File: config.mk
export PLATFORM = sky130hd
export DESIGN_NAME = regfile_muldiv_flat
export DESIGN_NICKNAME = d
export VERILOG_FILES = /design/src/rtl/regfile_muldiv_pkg.sv /design/src/rtl/regfile_muldiv_if.sv /design/src/rtl/regfile_muldiv_md_iter.sv /design/src/rtl/regfile_muldiv.sv /design/src/flat_wrapper.sv
export SDC_FILE = /design/constraint.sdc
export NUM_CORES = 2
export LEC_CHECK = 0
export BUFFER_PORTS_ARGS = -buffer_cell sky130_fd_sc_hd__buf_2
export CORE_UTILIZATION = 30
export DETAILED_ROUTE_END_ITERATION = 7
export HOLD_SLACK_MARGIN = 0.03
export REMOVE_ABC_BUFFERS = 1
export SLEW_MARGIN = 0
export SYNTH_ARGS = -nofsm -noshare
export SYNTH_HDL_FRONTEND = slang
export SYNTH_SLANG_ARGS = --single-unit
File: constraint.sdc
create_clock -name clk -period 8.4 [get_ports clk]
set_clock_uncertainty 0.15 [all_clocks]
set_input_delay 0 -clock clk [delete_from_list [all_inputs] [get_ports clk]]
set_output_delay 0 -clock clk [all_outputs]
set_load 0.05 [all_outputs]
File: src/rtl/regfile_muldiv_pkg.sv
// Shared definitions for the register file / multiply-divide block: op codes,
// FSM state codes and operand-signedness helpers.
package regfile_muldiv_pkg;

  localparam int unsigned XLEN_DEF = 32;

  // RV32M funct3 encodings
  localparam logic [2:0] MD_MUL    = 3'd0;
  localparam logic [2:0] MD_MULH   = 3'd1;
  localparam logic [2:0] MD_MULHSU = 3'd2;
  localparam logic [2:0] MD_MULHU  = 3'd3;
  localparam logic [2:0] MD_DIV    = 3'd4;
  localparam logic [2:0] MD_DIVU   = 3'd5;
  localparam logic [2:0] MD_REM    = 3'd6;
  localparam logic [2:0] MD_REMU   = 3'd7;

  // MDU sequencer states
  localparam logic [1:0] ST_IDLE = 2'd0;
  localparam logic [1:0] ST_CALC = 2'd1;
  localparam logic [1:0] ST_DONE = 2'd2;

  // rs1 is treated as two's complement for these ops
  function automatic logic op_signed_a(input logic [2:0] op);
    return op inside {MD_MULH, MD_MULHSU, MD_DIV, MD_REM};
  endfunction

  // rs2 is treated as two's complement for these ops
  function automatic logic op_signed_b(input logic [2:0] op);
    return op inside {MD_MULH, MD_DIV, MD_REM};
  endfunction

endpackage

File: src/rtl/regfile_muldiv_if.sv
// Core-side bus of the register file: read/write ports, branch flags and the
// multiply/divide launch handshake.
interface regfile_muldiv_if
  import regfile_muldiv_pkg::*;
#(
  parameter int unsigned XLEN = XLEN_DEF,
  parameter int unsigned NREG = 32
);
  localparam int unsigned AW = $clog2(NREG);

  logic            regwen;
  logic [AW-1:0]   rd_addr;
  logic [XLEN-1:0] wr_data;
  logic [AW-1:0]   rs1_addr;
  logic [AW-1:0]   rs2_addr;
  logic [XLEN-1:0] rs1_data;
  logic [XLEN-1:0] rs2_data;
  logic            breq;
  logic            brlt;
  logic            brltu;
  logic            md_start;
  logic [2:0]      md_op;
  logic            md_busy;
  logic            md_done;
  logic [XLEN-1:0] md_result;

  modport master (
    output regwen, rd_addr, wr_data, rs1_addr, rs2_addr, md_start, md_op,
    input  rs1_data, rs2_data, breq, brlt, brltu, md_busy, md_done, md_result
  );

  modport slave (
    input  regwen, rd_addr, wr_data, rs1_addr, rs2_addr, md_start, md_op,
    output rs1_data, rs2_data, breq, brlt, brltu, md_busy, md_done, md_result
  );

endinterface

File: src/rtl/regfile_muldiv_md_iter.sv
// Iterative multiply/divide unit: one shift-add or restoring-divide step per
// cycle on operand magnitudes, sign fix-up on the final step.
module regfile_muldiv_md_iter
  import regfile_muldiv_pkg::*;
#(
  parameter int unsigned XLEN = XLEN_DEF
) (
  input  logic            clk,
  input  logic            rst,
  input  logic            start_i,
  input  logic [2:0]      op_i,
  input  logic [XLEN-1:0] a_i,
  input  logic [XLEN-1:0] b_i,
  output logic            busy_o,
  output logic            done_o,
  output logic [XLEN-1:0] result_o
);
  localparam int unsigned CW = $clog2(XLEN);

  logic [1:0]        state_q, state_d;
  logic [CW-1:0]     cnt_q, cnt_d;
  // Multiply: {product_hi, multiplier/product_lo}; divide: {remainder, quotient}
  logic [2*XLEN-1:0] acc_q, acc_d, acc_step, prod_fix;
  logic [XLEN-1:0]   b_q, b_d, res_q, res_d;
  logic [2:0]        op_q, op_d;
  logic              neg_q, neg_d;

  logic              sa, sb, ge;
  logic [XLEN-1:0]   ma, mb, hi, lo, trial, q_fix, r_fix;
  logic [XLEN:0]     mul_sum;

  assign hi = acc_q[2*XLEN-1:XLEN];
  assign lo = acc_q[XLEN-1:0];

  // Launch operand signs and magnitudes
  always_comb begin
    sa = op_signed_a(op_i) & a_i[XLEN-1];
    sb = op_signed_b(op_i) & b_i[XLEN-1];
    ma = sa ? -a_i : a_i;
    mb = sb ? -b_i : b_i;
  end

  // One unsigned iteration plus the sign-corrected views of its result
  always_comb begin
    mul_sum = {1'b0, hi} + (lo[0] ? {1'b0, b_q} : '0);
    trial   = {hi[XLEN-2:0], lo[XLEN-1]};
    ge      = {hi, lo[XLEN-1]} >= {1'b0, b_q};
    if (op_q[2]) begin
      acc_step = ge ? {trial - b_q, lo[XLEN-2:0], 1'b1} : {trial, lo[XLEN-2:0], 1'b0};
    end else begin
      acc_step = {mul_sum, lo[XLEN-1:1]};
    end
    prod_fix = neg_q ? -acc_step : acc_step;
    q_fix    = neg_q ? -acc_step[XLEN-1:0] : acc_step[XLEN-1:0];
    r_fix    = neg_q ? -acc_step[2*XLEN-1:XLEN] : acc_step[2*XLEN-1:XLEN];
  end

  // Sequencer: IDLE -> CALC (XLEN steps) -> DONE -> IDLE
  always_comb begin
    state_d = state_q;
    cnt_d   = cnt_q;
    acc_d   = acc_q;
    b_d     = b_q;
    op_d    = op_q;
    neg_d   = neg_q;
    res_d   = res_q;
    unique case (state_q)
      ST_IDLE: begin
        if (start_i) begin
          state_d = ST_CALC;
          cnt_d   = '0;
          op_d    = op_i;
          if (op_i[2]) begin
            acc_d = {{XLEN{1'b0}}, ma};
            b_d   = mb;
            // Divide by zero keeps the all-ones quotient; remainder follows the dividend
            neg_d = op_i[1] ? sa : ((sa ^ sb) & (b_i != '0));
          end else begin
            acc_d = {{XLEN{1'b0}}, mb};
            b_d   = ma;
            neg_d = sa ^ sb;
          end
        end
      end
      ST_CALC: begin
        acc_d = acc_step;
        cnt_d = cnt_q + 1'b1;
        if (cnt_q == CW'(XLEN - 1)) begin
          state_d = ST_DONE;
          unique case (op_q)
            MD_MUL:                      res_d = prod_fix[XLEN-1:0];
            MD_MULH, MD_MULHSU, MD_MULHU: res_d = prod_fix[2*XLEN-1:XLEN];
            MD_DIV, MD_DIVU:             res_d = q_fix;
            default:                     res_d = r_fix;
          endcase
        end
      end
      ST_DONE: state_d = ST_IDLE;
      default: state_d = ST_IDLE;
    endcase
  end

  // State registers
  always_ff @(posedge clk) begin
    if (rst) begin
      state_q <= ST_IDLE;
      cnt_q   <= '0;
      acc_q   <= '0;
      b_q     <= '0;
      op_q    <= '0;
      neg_q   <= 1'b0;
      res_q   <= '0;
    end else begin
      state_q <= state_d;
      cnt_q   <= cnt_d;
      acc_q   <= acc_d;
      b_q     <= b_d;
      op_q    <= op_d;
      neg_q   <= neg_d;
      res_q   <= res_d;
    end
  end

  assign busy_o   = (state_q != ST_IDLE);
  assign done_o   = (state_q == ST_DONE);
  assign result_o = res_q;

endmodule

File: src/rtl/regfile_muldiv.sv
// Register file with write-through bypass, branch comparators and an attached
// iterative MDU whose results are written back automatically.
module regfile_muldiv
  import regfile_muldiv_pkg::*;
#(
  parameter int unsigned XLEN   = XLEN_DEF,
  parameter int unsigned NREG   = 32,
  parameter bit          BYPASS = 1'b1
) (
  input logic              clk,
  input logic              rst,
  regfile_muldiv_if.slave  bus
);
  localparam int unsigned AW = $clog2(NREG);

  logic [XLEN-1:0] regs_q [NREG];
  logic [AW-1:0]   rd_q;
  logic            md_busy, md_done, launch, wb_en, we;
  logic [XLEN-1:0] md_result, wdata, rs1_val, rs2_val;
  logic [AW-1:0]   waddr;

  assign launch = bus.md_start & ~md_busy;
  assign wb_en  = md_done & (rd_q != '0);

  regfile_muldiv_md_iter #(
    .XLEN(XLEN)
  ) u_md_iter (
    .clk     (clk),
    .rst     (rst),
    .start_i (bus.md_start),
    .op_i    (bus.md_op),
    .a_i     (rs1_val),
    .b_i     (rs2_val),
    .busy_o  (md_busy),
    .done_o  (md_done),
    .result_o(md_result)
  );

  // Write port arbitration: MDU writeback beats the external write
  always_comb begin
    we    = 1'b0;
    waddr = bus.rd_addr;
    wdata = bus.wr_data;
    if (wb_en) begin
      we    = 1'b1;
      waddr = rd_q;
      wdata = md_result;
    end else if (bus.regwen && (bus.rd_addr != '0)) begin
      we = 1'b1;
    end
  end

  // Asynchronous reads with optional write-through; x0 is hardwired to zero
  always_comb begin
    rs1_val = regs_q[bus.rs1_addr];
    rs2_val = regs_q[bus.rs2_addr];
    if (BYPASS && we && (waddr == bus.rs1_addr)) rs1_val = wdata;
    if (BYPASS && we && (waddr == bus.rs2_addr)) rs2_val = wdata;
    if (bus.rs1_addr == '0) rs1_val = '0;
    if (bus.rs2_addr == '0) rs2_val = '0;
  end

  // Register array
  always_ff @(posedge clk) begin
    if (rst) begin
      for (int i = 0; i < int'(NREG); i++) regs_q[i] <= '0;
    end else if (we) begin
      regs_q[waddr] <= wdata;
    end
  end

  // Destination of the in-flight MDU op
  always_ff @(posedge clk) begin
    if (rst) begin
      rd_q <= '0;
    end else if (launch) begin
      rd_q <= bus.rd_addr;
    end
  end

  assign bus.rs1_data  = rs1_val;
  assign bus.rs2_data  = rs2_val;
  assign bus.breq      = (rs1_val == rs2_val);
  assign bus.brlt      = ($signed(rs1_val) < $signed(rs2_val));
  assign bus.brltu     = (rs1_val < rs2_val);
  assign bus.md_busy   = md_busy;
  assign bus.md_done   = md_done;
  assign bus.md_result = md_result;

endmodule

File: src/flat_wrapper.sv
// flat-port wrapper written by rule: the top's interface ports become plain ports
module regfile_muldiv_flat import regfile_muldiv_pkg::*;
#(
  parameter int unsigned XLEN   = XLEN_DEF,
  parameter int unsigned NREG   = 32,
  parameter bit          BYPASS = 1'b1
)
  (clk, rst, bus_regwen, bus_rd_addr, bus_wr_data, bus_rs1_addr, bus_rs2_addr, bus_md_start, bus_md_op, bus_rs1_data, bus_rs2_data, bus_breq, bus_brlt, bus_brltu, bus_md_busy, bus_md_done, bus_md_result);
  regfile_muldiv_if #(.XLEN(XLEN), .NREG(NREG)) bus_i ();
  input logic clk;
  input logic rst;
  input wire logic [$bits(bus_i.regwen)-1:0] bus_regwen;
  input wire logic [$bits(bus_i.rd_addr)-1:0] bus_rd_addr;
  input wire logic [$bits(bus_i.wr_data)-1:0] bus_wr_data;
  input wire logic [$bits(bus_i.rs1_addr)-1:0] bus_rs1_addr;
  input wire logic [$bits(bus_i.rs2_addr)-1:0] bus_rs2_addr;
  input wire logic [$bits(bus_i.md_start)-1:0] bus_md_start;
  input wire logic [$bits(bus_i.md_op)-1:0] bus_md_op;
  output wire logic [$bits(bus_i.rs1_data)-1:0] bus_rs1_data;
  output wire logic [$bits(bus_i.rs2_data)-1:0] bus_rs2_data;
  output wire logic [$bits(bus_i.breq)-1:0] bus_breq;
  output wire logic [$bits(bus_i.brlt)-1:0] bus_brlt;
  output wire logic [$bits(bus_i.brltu)-1:0] bus_brltu;
  output wire logic [$bits(bus_i.md_busy)-1:0] bus_md_busy;
  output wire logic [$bits(bus_i.md_done)-1:0] bus_md_done;
  output wire logic [$bits(bus_i.md_result)-1:0] bus_md_result;
  assign bus_i.regwen = bus_regwen;
  assign bus_i.rd_addr = bus_rd_addr;
  assign bus_i.wr_data = bus_wr_data;
  assign bus_i.rs1_addr = bus_rs1_addr;
  assign bus_i.rs2_addr = bus_rs2_addr;
  assign bus_i.md_start = bus_md_start;
  assign bus_i.md_op = bus_md_op;
  assign bus_rs1_data = bus_i.rs1_data;
  assign bus_rs2_data = bus_i.rs2_data;
  assign bus_breq = bus_i.breq;
  assign bus_brlt = bus_i.brlt;
  assign bus_brltu = bus_i.brltu;
  assign bus_md_busy = bus_i.md_busy;
  assign bus_md_done = bus_i.md_done;
  assign bus_md_result = bus_i.md_result;
  regfile_muldiv #(.XLEN(XLEN), .NREG(NREG), .BYPASS(BYPASS)) u_core (.clk(clk), .rst(rst), .bus(bus_i));
endmodule
# --- After elaboration in Yosys (flattened, before gate mapping) ---
# Memories as Yosys holds them, arrays and structs flattened.
# Index checks and enable logic that the tools add are counted.
op_classes:
  bitwise: 7
  eq_ne: 17
  muxes: 36
  addsub: 8
  div_mod_pow: 0
  n_lt_le_gt_ge: 3
  shifts: 0
  reduce_logical: 21
  mul: 0
op_table:
  columns: ["operator", "n"]
  rows:
  - ["32-bit two-way mux", 13]
  - ["64-bit two-way mux", 4]
  - ["32-bit negation", 4]
  - ["64-bit case mux with 2 select lines", 1]
  - ["32-bit case mux with 3 select lines", 1]
  - ["32-bit < comparator", 2]
  - ["64-bit negation", 1]
  - ["32-bit by 32-bit adder with 33-bit output", 1]
  - ["33-bit by 32-bit >= comparator with 1-bit output", 1]
  - ["32-bit equality test", 1]
  - ["32-bit nonzero test", 1]
  - ["32-bit OR reduction", 1]
  - ["32-bit subtractor", 1]
  - ["5-bit two-way mux", 3]
  - ["3-bit equality test (second input constant)", 4]
  - ["5-bit equality test", 2]
  - ["5-bit logical NOT", 2]
  - ["1-bit two-way mux", 10]
  - ["5-bit case mux with 2 select lines", 1]
  - ["5-bit nonzero test", 2]
  - ["3-bit by 2-bit equality test with 1-bit output (second input constant)", 3]
  - ["2-bit AND reduction", 4]
  - ["3-bit by 1-bit equality test with 1-bit output (second input constant)", 2]
  - ["5-bit by 1-bit adder with 5-bit output (second input constant)", 1]
  - ["other kinds (17)", 26]
word_totals:
  latchBits: 0
  memories: 1
  wordCells: 101
  rom_bits: 0
  out_inout_bits: 101
  reg_bits: 144
  ramBits: 1024
memory_table:
  columns: ["memory", "words", "width", "read_ports", "rd_ports_with_merged_regs", "wr", "line", "text"]
  rows:
  - ["u_core.regs_q", 32, 32, 2, 0, 32, "regfile_muldiv.sv:16", "logic [XLEN-1:0] regs_q [NREG];"]

# --- Logic depth before layout (Yosys ltp) ---
depth:
  depth_word: 12
  depth_mapped: 28
  ltp_nobuf: 23

# --- Hierarchy ---
# A second synthesis with hierarchy kept.
hier_totals:
  hier_cells: 6613
  area_unflattened_um2: 70019.7
by_module_without_submodules:
  columns: ["mod", "instances", "cells_per_inst", "area_each_um2"]
  rows:
  - ["regfile_muldiv", 1, 4462, 55035.3]
  - ["regfile_muldiv_md_iter", 1, 2151, 14984.4]

# --- Worst setup path before layout ---
# Ideal clock, no wire load.
synth_timing:
  kind: "register to output"
  start: "register u_core.rd_q[4]"
  end: "output port bus_brlt"
  path_stages_with_launch: 26
  required_time_ps: 8250
  path_slack_ps: 1577
  arrival_ps: 6673
  cell_sequence: "dfxtp_1 or4_4 o221a_2 xnor2_1 or4b_1 buf_4 nor2_4 buf_6 buf_2 nor2_1 a211oi_1 inv_1 ha_1 nor2b_1 o21ai_0 nand2b_1 a21oi_1 nor2b_1 o21ai_0 nand2b_1 a21oi_1 nor2b_1 o21ai_0 o211ai_1 a2111o_1 mux2i_1"
synth_between:
  elab_chain_len: 8
  elab_cells_between_ends: 14
  classes_between: "order compare: 1; eq/ne: 2; mux: 7; bitwise: 1; reduce/logical: 3"
synth_rtl:
  columns: ["element", "line", "text"]
  rows:
  - ["start, declared", "regfile_muldiv.sv:17", "logic [AW-1:0] rd_q;"]
  - ["start signal, assigned", "regfile_muldiv.sv:77", "rd_q <= bus.rd_addr;"]
  - ["5-bit nonzero test", "regfile_muldiv.sv:23", "assign wb_en = md_done & (rd_q != '0);"]
  - ["1-bit AND", "regfile_muldiv.sv:23", null]
  - ["5-bit two-way mux", "regfile_muldiv.sv:44", "if (wb_en) begin"]
  - ["5-bit equality test", "regfile_muldiv.sv:58", "if (BYPASS && we && (waddr == bus.rs2_addr)) rs2_val = wdata;"]
  - ["1-bit logical AND", "regfile_muldiv.sv:58", null]
  - ["32-bit two-way mux (*)", "regfile_muldiv.sv:58", null]
  - ["32-bit two-way mux (*)", "regfile_muldiv.sv:60", "if (bus.rs2_addr == '0) rs2_val = '0;"]
  - ["net bus_rs2_data[1]", "flat_wrapper.sv:20", "output wire logic [$bits(bus_i.rs2_data)-1:0] bus_rs2_data;"]
  - ["32-bit < comparator (*)", "regfile_muldiv.sv:84", "assign bus.brlt = ($signed(rs1_val) < $signed(rs2_val));"]
  - ["end, declared", "flat_wrapper.sv:22", "output wire logic [$bits(bus_i.brlt)-1:0] bus_brlt;"]
# Mark *: on every way through the listed nets, which the timed path passes. The rest lies on a longest branch.

# --- Worst setup path in the final report ---
layout_timing:
  start: "register u_core.u_md_iter.state_q[1]"
  end: "output port bus_brlt"
layout_between:
  elab_chain_len: 8
  elab_cells_between_ends: 14
  classes_between: "order compare: 1; eq/ne: 3; mux: 7; bitwise: 1; reduce/logical: 2"
layout_rtl:
  columns: ["element", "line", "text"]
  rows:
  - ["start, declared", "regfile_muldiv_md_iter.sv:20", "logic [1:0] state_q, state_d;"]
  - ["start signal, assigned", "regfile_muldiv_md_iter.sv:114", "state_q <= state_d;"]
  - ["2-bit equality test (*)", "regfile_muldiv_md_iter.sv:125", "assign done_o = (state_q == ST_DONE);"]
  - ["1-bit AND (*)", "regfile_muldiv.sv:23", null]
  - ["5-bit two-way mux", "regfile_muldiv.sv:44", null]
  - ["5-bit equality test, on equally long branches", "regfile_muldiv.sv:57, regfile_muldiv.sv:58", null]
  - ["1-bit logical AND, on equally long branches", "regfile_muldiv.sv:57, regfile_muldiv.sv:58", null]
  - ["32-bit two-way mux, on equally long branches", "regfile_muldiv.sv:57, regfile_muldiv.sv:58", null]
  - ["32-bit two-way mux, on equally long branches", "regfile_muldiv.sv:59, regfile_muldiv.sv:60", null]
  - ["32-bit < comparator (*)", "regfile_muldiv.sv:84", null]
# Mark *: on every way between the ends. The rest lies on a longest branch, timed or not.

==> impl_metrics.csv <==
group,metric,value,unit
status,status,"completed",
timing,period_minus_slack,7.20,ns
die,die_h,487,µm
cts,cts_htree_levels,4,
cells_and_area,multiInputGateArea,34700,µm²
cts,cts_root_buf,"clkbuf_16",
drt,dr.pass1.iters,7,
critical_path,worstSetupPathType,"reg -> out",
logic_synthesis,synth_area,70700,µm²
cts,cts-buffers-inserted,130,
critical_path,crit_top_cell,"o21ai_0",
cts,clock_sinks,1168,
global_route,grt_pass1_vias,54800,
critical_path,crit_chain,"nand2b_1, o21ai_0, a21o_1, nand4_1, nor3_2, buf_4, nor2_1, o21ai_0, ha_1, nor2b_1, o21ai_0, nand2b_1, a21oi_1, nor2b_1, o21ai_0, nand2b_1, a21oi_1, nor2b_1, o21ai_0, o211ai_1, a2111o_1, mux2i_1, buf_12",
pwr,p_leak,29.1,nW
critical_path,crit_fanout,47,
place,hpwlAfterDp,192,mm
critical_path,critPathMaxStageDelay,0.64,ns
logic_synthesis,ys_seq_area_share,47.6,%
critical_path,critPathTopFamily,"compound AO/OA/AOI/OAI gates",
hold_path,min_path_type,"in -> reg",
drt,vias_per_cell,6.02,
timing,rsz0062_at_grt,"false",
pwr,vdd_drop_max,0.205,mV
drt,vias,56600,
cells_and_area,syn2layout_area_growth,13.0,%
cells_and_area,final_core_util,34.2,%
drt,drc,0,
cts,clk_latency,0.81,ns
cells_and_area,fin_area,79800,µm²
global_route,grt_max_degree,101,
logic_synthesis,synth_area_leader_cell,"edfxtp_1",
critical_path,critPathLaunchType,"flip-flop",
logic_synthesis,synth_edf_count,1024,
timing,setup_violations,0,
cts,cts_setup_buffers,0,
cts,cts.reportedPaths.clkPinSlew,0.06,ns
timing,max_slew_margin,2.03,%
timing,hold_violations,0,
job,drv_cap,0,
cells_and_area,nFillCells,23000,
cts,tritoncts,"done",
pwr,p_per_area,198,nW/µm²
logic_synthesis,ys_seq_elements,1168,
die,core,233000,µm²
critical_path,required,8.25,ns
die,num_rows,177,
cts,cts.path.max_buffers,3,
logic_synthesis,yosys_warnings,0,
global_route,overflow,0,
cells_and_area,seq_area,33600,µm²
timing,worst_pin_slew,1.46,ns
logic_synthesis,synth_top_cells_by_area,"edfxtp_1, mux4_2, nor2_1",
timing,final_max_slew_viol_count,0,
logic_synthesis,synth_top_area_share,43.5,%
logic_synthesis,async_reset_ff_share,0,%
logic_synthesis,synth.distinct_cells,113,
critical_path,path_buf_inv,2,
drt,drt-initial-drc-count,8522,
die,ios,155,
place,place_congestion,0.951,
drt,routed_wl,292,mm
logic_synthesis,synth_area_per_cell,11.5,µm²
global_route,grt_use_total,24.0,%
logic_synthesis,synth_flop_cell,"edfxtp_1",
global_route,antenna_found_initial,13,
timing,max_freq,0.139,GHz
die,die_w,487,µm
global_route,grt_pass1_wl,408,mm
drt,ant_nets,0,
timing,fin_crit_sh,85.8,%
drt,post_drt_wl_per_cell,31.0,µm
logic_synthesis,syn-instance-count,6162,
critical_path,critPathCaptureType,"output pin",
critical_path,critPathArrivalTime,7.05,ns
place,place_area,75100,µm²
cells_and_area,drive_above_1_share,20.6,%
die,design.die.area,238000,µm²
critical_path,slowest_stage,"a2111o_1",
critical_path,r2r_slack,2.05,ns
place,portBuffers,154,
cells_and_area,final_nets,6340,
die,start_util,30.3,%
[routing by layer]
metal | global-route usage, % | wire (µm) | vias up
met2 | 37.9 | 132000 | 4023
li1 | - | - | 23300
met5 | 0 | 50 | -
met4 | 11.8 | 16200 | 8
met1 | 29.9 | 106000 | 28500
met3 | 6.90 | 36900 | 767
[repair_timing]
item,CTS,global route
setup endpoints to repair,0,0
gates resized for setup,0,0
hold buffers,65,0
endpoints found under the hold margin,1106,0
[synth_stat cells, types with 11 or more instances]
master	count
mux2_2	58
a21oi_1	267
o211ai_1	53
nand2b_1	25
nor4_1	20
nor2b_1	29
o21a_1	26
mux4_2	527
ha_1	102
nand3b_1	13
clkbuf_1	355
or3_1	29
a311o_1	11
buf_1	40
o221ai_1	22
nand4_1	41
a22oi_1	35
o31ai_1	32
a211o_1	11
edfxtp_1	1024
dfxtp_1	144
o21ai_0	204
xor2_1	38
or2_2	16
a221oi_1	55
nand2_1	405
mux2i_1	197
nor2_1	1276
a311oi_1	20
and3_1	39
a31oi_1	61
buf_2	77
buf_4	44
nor3_1	81
buf_6	36
o22ai_1	32
a21o_1	33
xnor2_1	119
and2_1	60
nand3_1	97
o21bai_1	12
inv_1	120
a211oi_1	65
[logic make-up after synthesis]
| logic type | Yosys count | synth area share, % |
|---|---|---|
| other | 1 | 0.00531 |
| muxes | 783 | 20.5 |
| buffers and inverters | 681 | 4.37 |
| adders and majority gates | 104 | 1.86 |
| xor gates and xnor gates | 159 | 1.99 |
| and+or+nand+nor | 2189 | 13.4 |
| AOI/OAI and AO/OA | 1077 | 10.3 |
| DFF | 1168 | 47.6 |
[report_power, final]
| group | internal, mW | leakage (nW) | total [mW] | switching [mW] |
|---|---|---|---|---|
| clock network | 3.05 | 1.95 | 5.64 | 2.59 |
| registers | 6.53 | 11.8 | 6.68 | 0.148 |
| logic | 1.15 | 15.3 | 3.51 | 2.36 |
[worst paths after layout]
check / startpoint / to / cells past startpoint
min reg2reg: u_core.u_md_iter.cnt_q[3] / u_core.u_md_iter.cnt_q[3] / 1
max reg2reg: u_core.u_md_iter.state_q[1] / u_core.u_md_iter.b_q[6] / 15
max: u_core.u_md_iter.state_q[1] / bus_brlt / 23
min: bus_md_op[0] / u_core.u_md_iter.acc_q[31] / 5
[flip-flops by register name, summed over array words and instances, names as in the netlist]
| name | flops |
|---|---|
| u_core.rd_q | 5 |
| u_core.u_md_iter.state_q | 2 |
| u_core.u_md_iter.cnt_q | 5 |
| u_core.u_md_iter.neg_q | 1 |
| u_core.u_md_iter.acc_q | 64 |
| u_core.u_md_iter.op_q | 3 |
| u_core.regs_q | 1024 |
| u_core.u_md_iter.result_o | 32 |
| u_core.u_md_iter.b_q | 32 |
[worst register-to-register path: stages, from the launching register on]
cell and delay (ns):
dfxtp_1 0.48, nand2b_1 0.19, o21ai_0 0.59, a21o_1 0.23, nand4_1 0.43, nor3_2 0.33
buf_4 0.52, a211o_1 0.31, and3_1 0.51, nand2_1 0.74, a31o_2 0.50, xnor2_1 0.14
mux2i_1 0.37, a21oi_1 0.13, nor2_1 0.12, dlygate4sd3_1 0.57
[layout make-up]
type | instances | area share [%]
clock buffers | 164 | 4.23
well taps | 3132 | 4.91
inverters | 126 | 0.592
multi-input cells | 4344 | 43.4
flip-flops and latches | 1168 | 42.1
diodes | 1 | 0.00313
repair buffers | 412 | 3.83
clock inverters | 66 | 0.870
[cells in the final DEF, fill, tap and decap left out, types with 118 or more instances in the layout]
master     instances
o21ai_0          203
a21oi_1          267
buf_4            187
dfxtp_1          142
nand2_1          342
buf_2            144
clkbuf_16        130
xnor2_1          119
mux2i_1          165
edfxtp_1        1024
inv_1            118
nor2_1          1274
mux4_2           527
[through the flow]
step	setup slack [ns]	TNS, ns	power [mW]	std cells	hold slack (ns)
final	1.20	0	15.8	9413	0.144
after global routing	0.860	0	16.2	9412	0.169
after CTS	1.24	0	15.8	9412	0.0942
after detailed placement	2.08	0	10.2	9117	0.145
after global placement	1.90	0	10.2	9117	0.149
after floorplan	-0.0461	-0.0655	8.73	5638	-0.0809
(Power assumes the default switching activity.)
